## src/rtl/unary_add_seq_if.sv

```systemverilog
// Bus bundle for unary_add_seq: host request/response handshakes plus the accumulator drive lines.
// The sequencer uses the slave modport; the environment (host + accumulator) uses master.
interface unary_add_seq_if #(
  parameter int unsigned W = 4
) ();
  logic         req_valid;
  logic         req_ready;
  logic [W-1:0] req_a;
  logic [W-1:0] req_b;

  logic         rsp_valid;
  logic         rsp_ready;
  logic [W-1:0] rsp_sum;
  logic         rsp_carry;
  logic         rsp_err;

  logic         add_en;
  logic         add_rw;
  logic         add_a;
  logic         add_b;
  logic         add_dout;
  logic         add_c;

  logic         busy;

  modport master (
    output req_valid, req_a, req_b, rsp_ready, add_dout, add_c,
    input  req_ready, rsp_valid, rsp_sum, rsp_carry, rsp_err,
    input  add_en, add_rw, add_a, add_b, busy
  );

  modport slave (
    input  req_valid, req_a, req_b, rsp_ready, add_dout, add_c,
    output req_ready, rsp_valid, rsp_sum, rsp_carry, rsp_err,
    output add_en, add_rw, add_a, add_b, busy
  );
endinterface

```

## src/rtl/unary_add_seq.sv

```systemverilog
// Sequencer for a mod-MOD unary accumulator: feeds binary operands as unary streams,
// drains the accumulator and re-counts the pulses into a binary sum with wrap carry.
module unary_add_seq #(
  parameter int unsigned MOD = 13,
  parameter int unsigned W   = 4
) (
  input  logic          clk,
  input  logic          rst_n,
  unary_add_seq_if.slave bus_io
);

  localparam int unsigned DW = $clog2(MOD + 2);
  localparam logic [W-1:0]  SumMax    = W'(MOD - 1);
  localparam logic [DW-1:0] DrainLast = DW'(MOD + 1);

  typedef enum logic [1:0] {StIdle, StFeed, StDrain, StResp} state_e;

  state_e        state_q, state_d;
  logic [W-1:0]  ra_q, ra_d;
  logic [W-1:0]  rb_q, rb_d;
  logic [W-1:0]  sum_q, sum_d;
  logic          carry_q, carry_d;
  logic          err_q, err_d;
  logic [DW-1:0] dcnt_q, dcnt_d;
  logic          op_bad;

  // Widened compare so MOD == 2^W does not wrap the bound.
  assign op_bad = ({1'b0, bus_io.req_a} >= (W + 1)'(MOD)) ||
                  ({1'b0, bus_io.req_b} >= (W + 1)'(MOD));

  always_comb begin
    state_d = state_q;
    ra_d    = ra_q;
    rb_d    = rb_q;
    sum_d   = sum_q;
    carry_d = carry_q;
    err_d   = err_q;
    dcnt_d  = dcnt_q;

    unique case (state_q)
      StIdle: begin
        if (bus_io.req_valid) begin
          ra_d    = bus_io.req_a;
          rb_d    = bus_io.req_b;
          sum_d   = '0;
          carry_d = 1'b0;
          err_d   = 1'b0;
          dcnt_d  = '0;
          if (op_bad) begin
            ra_d    = '0;
            rb_d    = '0;
            err_d   = 1'b1;
            state_d = StResp;
          end else if (bus_io.req_a == '0 && bus_io.req_b == '0) begin
            state_d = StDrain;
          end else begin
            state_d = StFeed;
          end
        end
      end

      StFeed: begin
        if (ra_q != '0) ra_d = ra_q - W'(1);
        if (rb_q != '0) rb_d = rb_q - W'(1);
        carry_d = carry_q | bus_io.add_c;
        if (ra_d == '0 && rb_d == '0) begin
          dcnt_d  = '0;
          state_d = StDrain;
        end
      end

      StDrain: begin
        // First drain cycle only shows the carry from the last feed edge; dout is still stale.
        if (dcnt_q == '0) begin
          carry_d = carry_q | bus_io.add_c;
        end else if (bus_io.add_dout && sum_q != SumMax) begin
          sum_d = sum_q + W'(1);
        end

        if (dcnt_q != '0 && !bus_io.add_dout) begin
          state_d = StResp;
        end else if (dcnt_q == DrainLast) begin
          err_d   = 1'b1;
          state_d = StResp;
        end else begin
          dcnt_d = dcnt_q + DW'(1);
        end
      end

      StResp: begin
        if (bus_io.rsp_ready) state_d = StIdle;
      end

      default: state_d = StIdle;
    endcase
  end

  always_ff @(posedge clk or negedge rst_n) begin
    if (!rst_n) begin
      state_q <= StIdle;
      ra_q    <= '0;
      rb_q    <= '0;
      sum_q   <= '0;
      carry_q <= 1'b0;
      err_q   <= 1'b0;
      dcnt_q  <= '0;
    end else begin
      state_q <= state_d;
      ra_q    <= ra_d;
      rb_q    <= rb_d;
      sum_q   <= sum_d;
      carry_q <= carry_d;
      err_q   <= err_d;
      dcnt_q  <= dcnt_d;
    end
  end

  // Outputs decode from registered state only.
  always_comb begin
    bus_io.req_ready = (state_q == StIdle);
    bus_io.busy      = (state_q != StIdle);
    bus_io.add_en    = (state_q == StFeed) || (state_q == StDrain);
    bus_io.add_rw    = (state_q == StDrain);
    bus_io.add_a     = (state_q == StFeed) && (ra_q != '0);
    bus_io.add_b     = (state_q == StFeed) && (rb_q != '0);
    bus_io.rsp_valid = (state_q == StResp);
    bus_io.rsp_sum   = (state_q == StResp) ? sum_q : '0;
    bus_io.rsp_carry = (state_q == StResp) && carry_q;
    bus_io.rsp_err   = (state_q == StResp) && err_q;
  end

endmodule

```

## src/flat_wrapper.sv

```systemverilog
// flat-port wrapper written by rule: the top's interface ports become plain ports
module unary_add_seq_flat 
#(
  parameter int unsigned MOD = 13,
  parameter int unsigned W   = 4
)
  (clk, rst_n, bus_io_req_valid, bus_io_req_a, bus_io_req_b, bus_io_rsp_ready, bus_io_add_dout, bus_io_add_c, bus_io_req_ready, bus_io_rsp_valid, bus_io_rsp_sum, bus_io_rsp_carry, bus_io_rsp_err, bus_io_add_en, bus_io_add_rw, bus_io_add_a, bus_io_add_b, bus_io_busy);
  unary_add_seq_if #(.W(W)) bus_io_i ();
  input  logic clk;
  input  logic rst_n;
  input wire logic [$bits(bus_io_i.req_valid)-1:0] bus_io_req_valid;
  input wire logic [$bits(bus_io_i.req_a)-1:0] bus_io_req_a;
  input wire logic [$bits(bus_io_i.req_b)-1:0] bus_io_req_b;
  input wire logic [$bits(bus_io_i.rsp_ready)-1:0] bus_io_rsp_ready;
  input wire logic [$bits(bus_io_i.add_dout)-1:0] bus_io_add_dout;
  input wire logic [$bits(bus_io_i.add_c)-1:0] bus_io_add_c;
  output wire logic [$bits(bus_io_i.req_ready)-1:0] bus_io_req_ready;
  output wire logic [$bits(bus_io_i.rsp_valid)-1:0] bus_io_rsp_valid;
  output wire logic [$bits(bus_io_i.rsp_sum)-1:0] bus_io_rsp_sum;
  output wire logic [$bits(bus_io_i.rsp_carry)-1:0] bus_io_rsp_carry;
  output wire logic [$bits(bus_io_i.rsp_err)-1:0] bus_io_rsp_err;
  output wire logic [$bits(bus_io_i.add_en)-1:0] bus_io_add_en;
  output wire logic [$bits(bus_io_i.add_rw)-1:0] bus_io_add_rw;
  output wire logic [$bits(bus_io_i.add_a)-1:0] bus_io_add_a;
  output wire logic [$bits(bus_io_i.add_b)-1:0] bus_io_add_b;
  output wire logic [$bits(bus_io_i.busy)-1:0] bus_io_busy;
  assign bus_io_i.req_valid = bus_io_req_valid;
  assign bus_io_i.req_a = bus_io_req_a;
  assign bus_io_i.req_b = bus_io_req_b;
  assign bus_io_i.rsp_ready = bus_io_rsp_ready;
  assign bus_io_i.add_dout = bus_io_add_dout;
  assign bus_io_i.add_c = bus_io_add_c;
  assign bus_io_req_ready = bus_io_i.req_ready;
  assign bus_io_rsp_valid = bus_io_i.rsp_valid;
  assign bus_io_rsp_sum = bus_io_i.rsp_sum;
  assign bus_io_rsp_carry = bus_io_i.rsp_carry;
  assign bus_io_rsp_err = bus_io_i.rsp_err;
  assign bus_io_add_en = bus_io_i.add_en;
  assign bus_io_add_rw = bus_io_i.add_rw;
  assign bus_io_add_a = bus_io_i.add_a;
  assign bus_io_add_b = bus_io_i.add_b;
  assign bus_io_busy = bus_io_i.busy;
  unary_add_seq #(.MOD(MOD), .W(W)) u_core (.clk(clk), .rst_n(rst_n), .bus_io(bus_io_i));
endmodule
```

## config.mk

```make
export PLATFORM = sky130hd
export DESIGN_NAME = unary_add_seq_flat
export DESIGN_NICKNAME = d
export VERILOG_FILES = /design/src/rtl/unary_add_seq_if.sv /design/src/rtl/unary_add_seq.sv /design/src/flat_wrapper.sv
export SDC_FILE = /design/constraint.sdc
export NUM_CORES = 1
export LEC_CHECK = 0
export ABC_CLOCK_PERIOD_IN_PS = 2100
export BUFFER_PORTS_ARGS = -buffer_cell sky130_fd_sc_hd__buf_2
export CORE_MARGIN = 2
export CORE_UTILIZATION = 44
export CTS_BUF_LIST = sky130_fd_sc_hd__clkbuf_4 sky130_fd_sc_hd__clkbuf_8
export DETAILED_ROUTE_END_ITERATION = 10
export GPL_ROUTABILITY_DRIVEN = 0
export PLACE_DENSITY_LB_ADDON = 0.05
export SYNTH_ARGS = -nofsm -noshare
export SYNTH_HDL_FRONTEND = slang
export SYNTH_SLANG_ARGS = --single-unit
```

## constraint.sdc

```tcl
create_clock -name clk -period 2.1 [get_ports clk]
set_input_delay 0.42 -clock clk [delete_from_list [all_inputs] [get_ports clk]]
set_output_delay 0.42 -clock clk [all_outputs]
set_load 0.02 [all_outputs]
```

==> summary.json <==
{
  "critical_path": {
    "critical_path_arrival_ns": 2.29,
    "cell_type_of_the_slowest_stage_on_the_worst_timing_path": "sky130_fd_sc_hd__dfrtp_1",
    "cp_cell_sequence": "inv_1 -> ha_1 -> or3b_4 -> nand2_2 -> nor2_2 -> nand4b_4 -> or2_4 -> o311ai_2",
    "slowest_delay_ns": 0.42,
    "critical_path.max_fanout": 5,
    "setup.reg_to_reg.worst_slack_ns": 0.04,
    "cp-start-kind": "flop",
    "cp-end-kind": "flop",
    "worst_r2r_startpoint": "u_core.dcnt_q[0]",
    "criticalPathCategory": "reg2reg",
    "critical_path_buf_inv_count": 1,
    "crit_family": "simple AND/OR/NAND/NOR gates",
    "timing.reg2reg.worst_path_depth": 8,
    "r2r_end": "u_core.dcnt_q[3]",
    "cp_data_required_time_ns": 2.33
  },
  "route": {
    "met1_length_um": 1700,
    "drt-pass1-iter-count": 4,
    "met3RoutedLength_um": 217,
    "met2RoutedLength_um": 1880,
    "route.vias.total": 1534,
    "ant_nets": 0,
    "highest_layer": "met4",
    "vias_per_cell": 5.68,
    "wl_per_cell_um": 14.3,
    "drt_iter0_markers": 145,
    "total_routed_wirelength_um": 3870,
    "drc_errors": 0
  },
  "synthesis": {
    "synth_seq_cells": 20,
    "yosys.area_share.xor_xnor_pct": 1.13,
    "synth.distinct_cells": 46,
    "yosys-top-cells-count": "20 x sky130_fd_sc_hd__dfrtp_1, 16 x sky130_fd_sc_hd__nor2_1, 15 x sky130_fd_sc_hd__inv_1",
    "yosys-top-cells-area": "sky130_fd_sc_hd__dfrtp_1 32%, sky130_fd_sc_hd__ha_1 9.7%, sky130_fd_sc_hd__o21ai_0 3.9%",
    "synth.top_cell.area_share_pct": 32.4,
    "synthesis.area_um2": 1550,
    "syn-mean-instance-area_um2": 8.40,
    "synth.area.mux_share_pct": 3.48,
    "synth_cells": 184,
    "yosysSeqAreaShare_pct": 32.4,
    "synth_top_family_by_area": "simple AND/OR/NAND/NOR gates",
    "synth_enable_flop_cells": 0,
    "yosys.area.top_type": "sky130_fd_sc_hd__dfrtp_1",
    "synth_adder_area_share_pct": 9.71,
    "synth-simple-area-share_pct": 28.0,
    "postSynth.asyncResetShare_pct": 100,
    "synth-compound-area-share_pct": 19.5,
    "syn-num-nets": 210,
    "yosys_warnings": 0,
    "synthFlopType": "sky130_fd_sc_hd__dfrtp_1",
    "synth.most_common_cell": "sky130_fd_sc_hd__dfrtp_1"
  },
  "clock_tree": {
    "clock_sink_count": 20,
    "clockRootBuffer": "sky130_fd_sc_hd__clkbuf_4",
    "worst_skew_pair.late_latency_ns": 0.32,
    "clk_pin_slew_worst_setup_hold_paths_ns": 0.13,
    "tritoncts": "yes",
    "cts-htree-levels": 1,
    "clock_tree.buffer_depth": 2,
    "cts_inserted_buffers": 3,
    "cts_hold_buffers": 0
  },
  "global_route": {
    "grt_antenna_before_repair": 0,
    "gr-usage-all-layers_pct": 20.6,
    "maximum_number_of_pins_on_one_net_before_global_route_repair": 21,
    "grt_pass1_vias": 1415,
    "first_pass_grt_wire_length_um": 6600,
    "global_route.overflow_total": 0
  },
  "sta": {
    "finalHoldViolCount": 0,
    "timing.clock.skew_ns": 0.00983,
    "setup_viol": 0,
    "post-route-min-period_ns": 2.06,
    "fmax_ghz": 0.485,
    "rsz0062_at_grt": "yes",
    "tightestPinTransition_ns": 0.491,
    "final_min_period_over_clock_period_pct": 98.2,
    "relSlewSlack_pct": 67.2,
    "timing.final.ws_setup_ns": 0.0380,
    "final_max_slew_viol_count": 0
  },
  "power_and_ir_drop": {
    "leakage_nw": 0.882,
    "power_per_cell_area_nw_per_um2": 1580,
    "vdd_drop_max_uv": 508
  },
  "job": {
    "drv_cap": 0
  },
  "floorplanning": {
    "total_die_area_um2": 4000,
    "floorplan.initialDensity_pct": 46.0,
    "core_region_area_um2": 3360,
    "fp.dieH_um": 63.3,
    "io_pins": 27,
    "floorplan.die.width_um": 63.3,
    "rows": 21
  },
  "hold_path": {
    "worstHoldPathType": "in2async"
  },
  "finish": {
    "antennaDiodeCount": 0,
    "final_nets": 251,
    "post_layout_nonfiller_instances": 270,
    "final_standard_cell_utilization_of_the_core_pct": 56.8,
    "fraction_of_layout_cells_with_a_size_suffix_above_1_pct": 31.3,
    "syn2layout_area_growth_pct": 23.5
  },
  "place": {
    "dp_slack_ns": 0.00614,
    "numPlacedInstances": 262,
    "port_buffers": 26,
    "dp.final_hpwl_um": 2830
  },
  "status": {
    "status": "finished clean"
  }
}
[cell type report]
class,count,area [um^2]
inverters,18,67.6
fillers,327,1450
repair buffers,40,235
multi-input cells,142,1010
clock buffers,4,36.3
well taps,46,57.6
flip-flops and latches,20,500
[worst register-to-register path, stage by stage, from the launching register on]
cell	delay, ns
sky130_fd_sc_hd__dfrtp_1	0.42
sky130_fd_sc_hd__inv_1	0.11
sky130_fd_sc_hd__ha_1	0.17
sky130_fd_sc_hd__or3b_4	0.39
sky130_fd_sc_hd__nand2_2	0.10
sky130_fd_sc_hd__nor2_2	0.05
sky130_fd_sc_hd__nand4b_4	0.19
sky130_fd_sc_hd__or2_4	0.28
sky130_fd_sc_hd__o311ai_2	0.27
[layout by cell type (no fill, tap or decap), types with 3 or more instances in the layout]
cell / Yosys / routed
sky130_fd_sc_hd__o21ai_0: 12 / 12
sky130_fd_sc_hd__nand2_1: 13 / 13
sky130_fd_sc_hd__nand3_1: 8 / 8
sky130_fd_sc_hd__nor2_1: 16 / 16
sky130_fd_sc_hd__inv_2: 3 / 5
sky130_fd_sc_hd__buf_2: 0 / 26
sky130_fd_sc_hd__and3_1: 4 / 4
sky130_fd_sc_hd__o21ai_1: 6 / 6
sky130_fd_sc_hd__dfrtp_1: 20 / 20
sky130_fd_sc_hd__ha_1: 12 / 8
sky130_fd_sc_hd__a221oi_1: 6 / 6
sky130_fd_sc_hd__nor3_1: 5 / 5
sky130_fd_sc_hd__clkbuf_4: 0 / 3
sky130_fd_sc_hd__a21oi_1: 11 / 11
sky130_fd_sc_hd__inv_1: 15 / 13
sky130_fd_sc_hd__buf_4: 0 / 14
sky130_fd_sc_hd__nand4_1: 3 / 3
sky130_fd_sc_hd__and2_1: 7 / 7
[logic make-up after synthesis]
kind of cell | Yosys count
AO/OA/AOI/OAI | 48
multiplexers | 5
adder cells (fa/ha/maj) | 12
buffers and inverters | 22
XOR/XNOR | 2
AND/OR/NAND/NOR | 75
flip-flops | 20
[metal layers]
layer / track usage [%] / vias to the layer above
li1: - / 735
met1: 27.3 / 733
met2: 33.5 / 56
met3: 3.57 / 10
met4: 8.15 / 0
met5: 0 / -
[report_power, final]
group          internal, W  total [W]  switching, W
Sequential        0.000542   0.000712      0.000170
Clock             0.000106   0.000245      0.000139
Combinational     0.000920    0.00206       0.00114
Total              0.00157    0.00302       0.00145
[per-stage QoR]
| step | power, W | hold WS (ns) | cell area, um^2 | TNS [ns] |
|---|---|---|---|---|
| after floorplan | 0.00205 | 0.124 | 1550 | 0 |
| after global placement | 0.00254 | 0.408 | 1790 | 0 |
| after detailed placement | 0.00259 | 0.408 | 1790 | 0 |
| after CTS | 0.00285 | 0.0533 | 1830 | 0 |
| after global routing | 0.00329 | 0.0604 | 1910 | -0.201 |
| final | 0.00302 | 0.0398 | 1910 | 0 |
[registers in the layout (all words and copies together), names as in the netlist]
signal	flops
u_core.state_q	2
u_core.dcnt_q	4
u_core.carry_q	1
u_core.err_q	1
u_core.sum_q	4
u_core.ra_q	4
u_core.rb_q	4
[worst max-delay path by stage]
stage,startpoint,slack [ns],cells past startpoint,to
6_report,u_core.dcnt_q[0],0.04,8,u_core.dcnt_q[3]
5_1_grt,u_core.dcnt_q[0],-0.09,8,u_core.dcnt_q[3]
4_1_cts,u_core.ra_q[1],0.0004,8,u_core.state_q[1]
3_5_place_dp,u_core.ra_q[1],0.006,8,u_core.state_q[1]
3_3_place_gp,u_core.dcnt_q[0],0.06,8,u_core.dcnt_q[3]
2_1_floorplan,u_core.rb_q[0],0.06,8,u_core.state_q[1]
[timing repair]
action,CTS,global route
gates resized for setup,3,9
endpoints found under the setup margin,4,10
hold endpoints to repair,0,0
pin swaps,0,2
setup buffers,0,4
No activity file was read; power rests on OpenSTA's default activity.
